`config.mk`:
```
export PLATFORM = sky130hd
export DESIGN_NAME = mem_access_stage
export DESIGN_NICKNAME = d
export VERILOG_FILES = /design/src/rtl/pipe_pkg.sv /design/src/rtl/mem_wb_reg.sv /design/src/rtl/mem_access_stage.sv
export SDC_FILE = /design/constraint.sdc
export NUM_CORES = 1
export LEC_CHECK = 0
export ABC_AREA = 1
export BUFFER_PORTS_ARGS = -buffer_cell sky130_fd_sc_hd__buf_2
export CORE_ASPECT_RATIO = 0.75
export CORE_MARGIN = 5
export CORE_UTILIZATION = 41
export DETAILED_ROUTE_END_ITERATION = 12
export GPL_ROUTABILITY_DRIVEN = 0
export PLACE_DENSITY = 0.8
export SYNTH_ARGS = -nofsm -noshare
export SYNTH_HDL_FRONTEND = slang
export SYNTH_SLANG_ARGS = --single-unit
```
`constraint.sdc`:
```
create_clock -name clk -period 1.1 [get_ports clk]
set_input_delay 0.22 -clock clk [delete_from_list [all_inputs] [get_ports clk]]
set_output_delay 0.22 -clock clk [all_outputs]
set_load 0.005 [all_outputs]
```
`src/rtl/pipe_pkg.sv`:
```
// Shared pipeline definitions: opcode encodings, MEM-stage FSM states and the
// EX-to-MEM payload bundle.
package pipe_pkg;

    localparam int PIPE_DATA_W    = 32;
    localparam int PIPE_REG_IDX_W = 5;
    localparam int OP_W           = 6;

    localparam logic [OP_W-1:0] OP_ADD  = 6'b000000;
    localparam logic [OP_W-1:0] OP_SUB  = 6'b000010;
    localparam logic [OP_W-1:0] OP_SUBI = 6'b000011;
    localparam logic [OP_W-1:0] OP_MUL  = 6'b000100;
    localparam logic [OP_W-1:0] OP_XOR  = 6'b001010;
    localparam logic [OP_W-1:0] OP_LDW  = 6'b001100;
    localparam logic [OP_W-1:0] OP_STW  = 6'b001101;

    typedef enum logic [1:0] {
        IDLE    = 2'd0,
        REQ     = 2'd1,
        WAIT_RD = 2'd2
    } mem_state_e;

    typedef struct packed {
        logic [OP_W-1:0]           op;
        logic [PIPE_DATA_W-1:0]    rd;
        logic [PIPE_DATA_W-1:0]    addr;
        logic [PIPE_DATA_W-1:0]    wdata;
        logic [PIPE_REG_IDX_W-1:0] dst;
    } ex2mem_t;

    function automatic logic is_mem_op(input logic [OP_W-1:0] op);
        return (op == OP_LDW) || (op == OP_STW);
    endfunction

endpackage

```
`src/rtl/mem_wb_reg.sv`:
```
// Registered writeback output of the MEM stage. Merges the ALU pass-through and
// load-return paths into a one-cycle valid pulse; dst/data hold between pulses.
module mem_wb_reg #(
    parameter int DATA_W    = 32,
    parameter int REG_IDX_W = 5
) (
    input  logic                 clk,
    input  logic                 rst_n,
    input  logic                 alu_valid,
    input  logic [REG_IDX_W-1:0] alu_dst,
    input  logic [DATA_W-1:0]    alu_data,
    input  logic                 ld_valid,
    input  logic [REG_IDX_W-1:0] ld_dst,
    input  logic [DATA_W-1:0]    ld_data,
    output logic                 wb_valid,
    output logic [REG_IDX_W-1:0] wb_dst,
    output logic [DATA_W-1:0]    wb_data
);

    logic                 valid_q, valid_d;
    logic [REG_IDX_W-1:0] dst_q,   dst_d;
    logic [DATA_W-1:0]    data_q,  data_d;

    // NOTE: every always_comb output gets a default first so no path infers a latch.
    always_comb begin
        valid_d = alu_valid || ld_valid;
        dst_d   = dst_q;
        data_d  = data_q;
        if (ld_valid) begin
            dst_d  = ld_dst;
            data_d = ld_data;
        end else if (alu_valid) begin
            dst_d  = alu_dst;
            data_d = alu_data;
        end
    end

    // NOTE: state registers use non-blocking assignments so all flops update together.
    always_ff @(posedge clk or negedge rst_n) begin
        if (!rst_n) begin
            valid_q <= 1'b0;
            dst_q   <= '0;
            data_q  <= '0;
        end else begin
            valid_q <= valid_d;
            dst_q   <= dst_d;
            data_q  <= data_d;
        end
    end

    assign wb_valid = valid_q;
    assign wb_dst   = dst_q;
    assign wb_data  = data_q;

endmodule

```
`src/rtl/mem_access_stage.sv`:
```
// MEM pipeline stage: ALU results pass to writeback, LDW/STW become handshaked
// data-memory transactions. Optional MEM_ALIGN_CHECK_EN faults misaligned accesses.
module mem_access_stage
    import pipe_pkg::*;
#(
    parameter int DATA_W    = PIPE_DATA_W,
    parameter int ADDR_W    = 16,
    parameter int REG_IDX_W = PIPE_REG_IDX_W
) (
    input  logic                 clk,
    input  logic                 rst_n,
    input  logic                 ex_valid,
    output logic                 ex_ready,
    input  logic [5:0]           ex_op,
    input  logic [DATA_W-1:0]    ex_rd,
    input  logic [DATA_W-1:0]    ex_addr,
    input  logic [DATA_W-1:0]    ex_wdata,
    input  logic [REG_IDX_W-1:0] ex_dst,
    output logic                 dmem_req,
    output logic                 dmem_we,
    output logic [ADDR_W-1:0]    dmem_addr,
    output logic [DATA_W-1:0]    dmem_wdata,
    input  logic                 dmem_gnt,
    input  logic                 dmem_rvalid,
    input  logic [DATA_W-1:0]    dmem_rdata,
    output logic                 wb_valid,
    output logic [REG_IDX_W-1:0] wb_dst,
    output logic [DATA_W-1:0]    wb_data,
    output logic                 mem_fault
);

    ex2mem_t ex_in;
    assign ex_in = '{op: ex_op, rd: ex_rd, addr: ex_addr, wdata: ex_wdata, dst: ex_dst};

    mem_state_e           state_q, state_d;
    logic [ADDR_W-1:0]    addr_q,  addr_d;
    logic [DATA_W-1:0]    wdata_q, wdata_d;
    logic                 we_q,    we_d;
    logic [REG_IDX_W-1:0] dst_q,   dst_d;

    logic accept;
    logic misaligned;
    logic alu_wb;
    logic ld_wb;
    logic fault_d;

    assign accept = ex_valid && (state_q == IDLE);

`ifdef MEM_ALIGN_CHECK_EN
    logic fault_q;
    logic unused_addr_bits;
    assign misaligned       = is_mem_op(ex_in.op) && (ex_in.addr[1:0] != 2'b00);
    assign unused_addr_bits = ^ex_in.addr[DATA_W-1:ADDR_W+2];

    always_ff @(posedge clk or negedge rst_n) begin
        if (!rst_n) fault_q <= 1'b0;
        else        fault_q <= fault_d;
    end
    assign mem_fault = fault_q;
`else
    // Byte offset and upper address bits play no part in a word access.
    logic unused_addr_bits;
    assign misaligned       = 1'b0;
    assign unused_addr_bits = ^{ex_in.addr[DATA_W-1:ADDR_W+2], ex_in.addr[1:0], fault_d};
    assign mem_fault        = 1'b0;
`endif

    always_comb begin
        state_d = state_q;
        addr_d  = addr_q;
        wdata_d = wdata_q;
        we_d    = we_q;
        dst_d   = dst_q;
        alu_wb  = 1'b0;
        ld_wb   = 1'b0;
        fault_d = 1'b0;
        unique case (state_q)
            IDLE: begin
                if (accept) begin
                    if (misaligned) begin
                        fault_d = 1'b1;
                    end else if (is_mem_op(ex_in.op)) begin
                        addr_d  = ex_in.addr[ADDR_W+1:2];
                        wdata_d = ex_in.wdata;
                        we_d    = (ex_in.op == OP_STW);
                        dst_d   = ex_in.dst;
                        state_d = REQ;
                    end else begin
                        alu_wb = 1'b1;
                    end
                end
            end
            REQ: begin
                if (dmem_gnt) state_d = we_q ? IDLE : WAIT_RD;
            end
            WAIT_RD: begin
                // Data only counts once the request has been granted on an earlier cycle.
                if (dmem_rvalid) begin
                    ld_wb   = 1'b1;
                    state_d = IDLE;
                end
            end
            default: state_d = IDLE;
        endcase
    end

    always_ff @(posedge clk or negedge rst_n) begin
        if (!rst_n) begin
            state_q <= IDLE;
            addr_q  <= '0;
            wdata_q <= '0;
            we_q    <= 1'b0;
            dst_q   <= '0;
        end else begin
            state_q <= state_d;
            addr_q  <= addr_d;
            wdata_q <= wdata_d;
            we_q    <= we_d;
            dst_q   <= dst_d;
        end
    end

    assign ex_ready   = (state_q == IDLE);
    assign dmem_req   = (state_q == REQ);
    assign dmem_we    = we_q;
    assign dmem_addr  = addr_q;
    assign dmem_wdata = wdata_q;

    mem_wb_reg #(
        .DATA_W    (DATA_W),
        .REG_IDX_W (REG_IDX_W)
    ) u_wb_reg (
        .clk       (clk),
        .rst_n     (rst_n),
        .alu_valid (alu_wb),
        .alu_dst   (ex_in.dst),
        .alu_data  (ex_in.rd),
        .ld_valid  (ld_wb),
        .ld_dst    (dst_q),
        .ld_data   (dmem_rdata),
        .wb_valid  (wb_valid),
        .wb_dst    (wb_dst),
        .wb_data   (wb_data)
    );

endmodule
```
Yosys cells after proc, flatten, opt, wreduce, memory -nomap -nowiden
Cells that the tools add are included.
- eq/ne operators: 8
- multiplexer cells: 15
- reductions and logical operators: 7
- operators with widths (cell ; count):
    32-bit 2-to-1 mux ; 2
    6-bit by 4-bit == test with 1-bit output (second input constant) ; 2
    2-bit 2-to-1 mux ; 5
    5-bit 2-to-1 mux ; 2
    2-bit by 1-bit != test with 1-bit output (second input constant) ; 3
    2-bit case mux with 3 select lines ; 1
    1-bit 2-to-1 mux ; 5
    4-bit AND reduction ; 1
    3-bit AND reduction ; 1
    2-bit by 1-bit == test with 1-bit output (second input constant) ; 1
    2-bit == test (second input constant) ; 1
    2-bit logical NOT ; 1
    1-bit logical OR ; 2
    2-bit != test (second input constant) ; 1
    2-bit nonzero test ; 1
    1-bit logical AND ; 1
- flip-flop bits (word level): 94
- output and inout bits: 90
- word-level logic and storage cells: 38

Longest topological paths before layout
- depth after elaboration: 7
- mapped depth: 9

By module
A second synthesis with hierarchy kept.
- cells, all modules: 462
- area total of the unflattened synthesis: 4120.2 um^2
- by module, submodules not included (module ; instances ; cells each ; area an instance (um^2)):
    mem_access_stage ; 1 ; 258 ; 2412.3
    mem_wb_reg ; 1 ; 204 ; 1707.9

Worst setup path before layout
No wires, ideal clock.
- path kind: reg-to-reg
- from: register state_q[1]
- to: register u_wb_reg.data_q[2] (netlist: u_wb_reg.wb_data[2])
- setup time: 0.117 ns
- arrival: 1.065 ns
- path slack: -0.081 ns
- stages on the path, launching flop included: 9
- path buffers: 2
- clock period less this slack: 1.181 ns
- path through: dfrtp_1 -> inv_2 -> nand2_2 -> nor2_4 -> nand2_2 -> buf_6 -> buf_4 -> nand3_1 -> nand2_1
- longest elaborated chain between the ends: 5
- elaborated cells between the ends (all ways): 8
- ends and longest elaborated chain (what ; line ; source):
    start, declared ; mem_access_stage.sv:35 ; mem_state_e state_q, state_d;
    start signal, assigned ; mem_access_stage.sv:115 ; state_q <= state_d;
    2-bit logical NOT ; mem_access_stage.sv:47, mem_access_stage.sv:77 ;
    1-bit logical AND ; mem_access_stage.sv:47 ; assign accept = ex_valid && (state_q == IDLE);
    1-bit 2-to-1 mux ; mem_access_stage.sv:79 ; if (accept) begin
    1-bit 2-to-1 mux ; mem_access_stage.sv:77 ; unique case (state_q)
    2-bit nonzero test (no source line) ; n/a ;
    end signal, assigned ; mem_wb_reg.sv:47 ; data_q <= data_d;
    end, declared ; mem_wb_reg.sv:22 ; logic [DATA_W-1:0] data_q, data_d;
Parallel ways exist; a longest one is shown, timed or not.
A chain may end at the register's enable or synchronous reset.

Worst setup path after layout
- from: register state_q[0]
- to: register u_wb_reg.data_q[22] (netlist: u_wb_reg.wb_data[22])
The elaborated chain is that of the path after synthesis.

==> impl_metrics.toml <==
[power_and_ir_drop]
p_seq_frac = 0.452
pwr-share-clk = 0.312
powerDensity_mw_per_mm2 = 1482
switching_share = 0.2858
combPwrFrac = 0.236
internal_power_uw = 6859
p_switching_uw = 2744
vdd_drop_max_v = 0.0007805
p_leak_uw = 0.003880
p_total_uw = 9603

[drt]
avgViaCountPerCell = 4.795
wl_per_cell_um = 15.00
wirelength_um = 13890
drtIter0Drc = 226
ant_nets = 0
dr.pass1.iters = 4
drc_errors = 0
vias = 4440

[layout]
area_growth_pct = 47.94
multi_input_area_mm2 = 0.001722
nets = 929
layout_common_cells = "buf_2 (214), nand2_1 (203), dfrtp_1 (94)"
diodes = 0
drive_gt1_frac = 0.4101
fin_cells = 926
register_area_mm2 = 0.002352
n_fill_cell = 906
final_common_cell = "buf_2"

[sta]
finalMaxSlewViolations = 0
maxClockFrequency_mhz = 729.3
finalSetupViolations = 95
setup_ws_ps = -271.1
hold_violations = 0
rsz0062_at_grt = "true"
fin_crit_ps = 1371
tns_ps = -21380
period_share = 1.246
fin_worst_skew_ps = 8.982

[worst_setup_path]
end_kind = "flip-flop"
rrSetupSlack_ps = -270
critPathRequiredTime_ps = 1320
critPathArrivalTime_ps = 1590
cp_max_fo = 19
path_class = "reg2reg"
critPathLaunchType = "flip-flop"

[cts]
cts_tree = "done"
root_buffer = "clkbuf_16"
cts_buffers = 9
htreeDepth = 3
cts_buffer_depth = 2
cts_sinks = 94
path_clk_slew_ps = 70
clk_latency_ps = 330

[floorplanning]
core_mm2 = 0.01037
ioPinCount = 234
fp.dieH_um = 99.50
design.die.area_mm2 = 0.01287
die_x_um = 129.3
num_rows = 32
start_util = 0.4223

[placement]
place_hpwl_um = 8788
portBuffers = 216
placed_cells = 871

[grt]
grt_pass1_wl_um = 19280
overflow = 0
grt_max_degree = 61
grt_pass1_vias = 3940
antenna_found_initial = 0
grt_usage = 0.1863

[logic_synthesis]
ys_seq_area_frac = 0.5371
synth-seq-cells = 94
synth.yosys.warnings = 0
synthCells = 539
netlist_area_mm2 = 0.004379
syn-num-nets = 683
avgSynthCellArea_um2 = 8.125
synthDistinctLibCells = 18

[min_path]
hold_path.class = "in2reg"

[run_status]
status = "finished with violations"
violations = "negative setup slack"

[flow_run]
max_cap_viol_count = 0
per-stage QoR:
stage	hold slack (ps)	utilization	instance area [um^2]	setup slack, ps
floorplan	-75.59	-	4390	-81.18
global placement	239.6	0.5391	5590	-255.3
detailed placement	240.4	0.5391	5590	-309.3
CTS	74.89	0.5808	6023	-295.1
global route	92.82	0.6248	6479	-336.8
finish	93.29	0.6248	6479	-271.1
cells by family after synthesis:
| family | Yosys count | synth area share |
|---|---|---|
| AOI/OAI and AO/OA | 39 | 0.04543 |
| buffers and inverters | 84 | 0.1086 |
| DFF | 94 | 0.5371 |
| other | 1 | 0.0008563 |
| and+or+nand+nor | 321 | 0.3080 |
final timing paths:
path	from	cells past startpoint	end
max in group asynchronous	rst_n	3	dmem_wdata[0]
max	state_q[0]	9	u_wb_reg.wb_data[22]
min reg2reg	dmem_wdata[7]	2	dmem_wdata[7]
max reg2reg	state_q[0]	9	u_wb_reg.wb_data[22]
min in group asynchronous	rst_n	3	u_wb_reg.wb_data[10]
min	dmem_gnt	2	state_q[0]
registers in the layout (all words and copies together) (netlist names):
name,cells
dmem_wdata,32
u_wb_reg.wb_data,32
dmem_addr,16
dst_q,5
u_wb_reg.wb_dst,5
state_q,2
dmem_we,1
u_wb_reg.wb_valid,1
final cells by class:
type                       count  area share
sequential                    94      0.3631
multi-input combinational    364      0.2657
clock buffer                  11     0.03901
timing repair buffer         269      0.2725
inverter                      47     0.02723
tap                          136     0.02626
clock inverter                 5    0.006180
cell usage after synthesis, drive strengths merged:
| master | n | area share |
|---|---|---|
| buf | 35 | 0.067 |
| clkbuf | 2 | 0.0017 |
| conb | 1 | 0.00086 |
| dfrtp | 94 | 0.54 |
| inv | 47 | 0.040 |
| nand2 | 225 | 0.20 |
| nand3 | 93 | 0.11 |
| nor2 | 3 | 0.0043 |
| o21ai | 38 | 0.043 |
| o32ai | 1 | 0.0020 |
power groups by stage:
stage	Sequential (uW)	Combinational [uW]	Clock [uW]
after global routing	4400	2510	3220
after global placement	4390	1800	0
final	4340	2260	3000
after floorplan	4430	745	0
after detailed placement	4390	1870	0
after CTS	4340	1970	3070
critical path, stage by stage (launching register included):
cell and delay, ps:
dfrtp_1 390, inv_2 110, buf_12 110, nand3_4 70
buf_12 160, buf_12 150, nand2_1 60, o21ai_1 60
nand2_2 90, nand2_2 60
layer usage:
metal  track usage  vias to the layer above  share of wire
met5             0                        -              0
met1        0.2567                     2111           0.45
met4       0.04439                        0         0.0059
met2        0.3018                      134           0.50
li1              -                     2187              -
met3       0.04026                        8          0.049
timing repair:
action	in CTS	in global routing
setup endpoints to repair	97	153
pin swaps	3	6
resized for setup	12	37
cloned	3	8
endpoints found under the hold margin	94	0
hold buffers	1	0
setup buffers	2	25
Power figures use the tool's default switching activity.
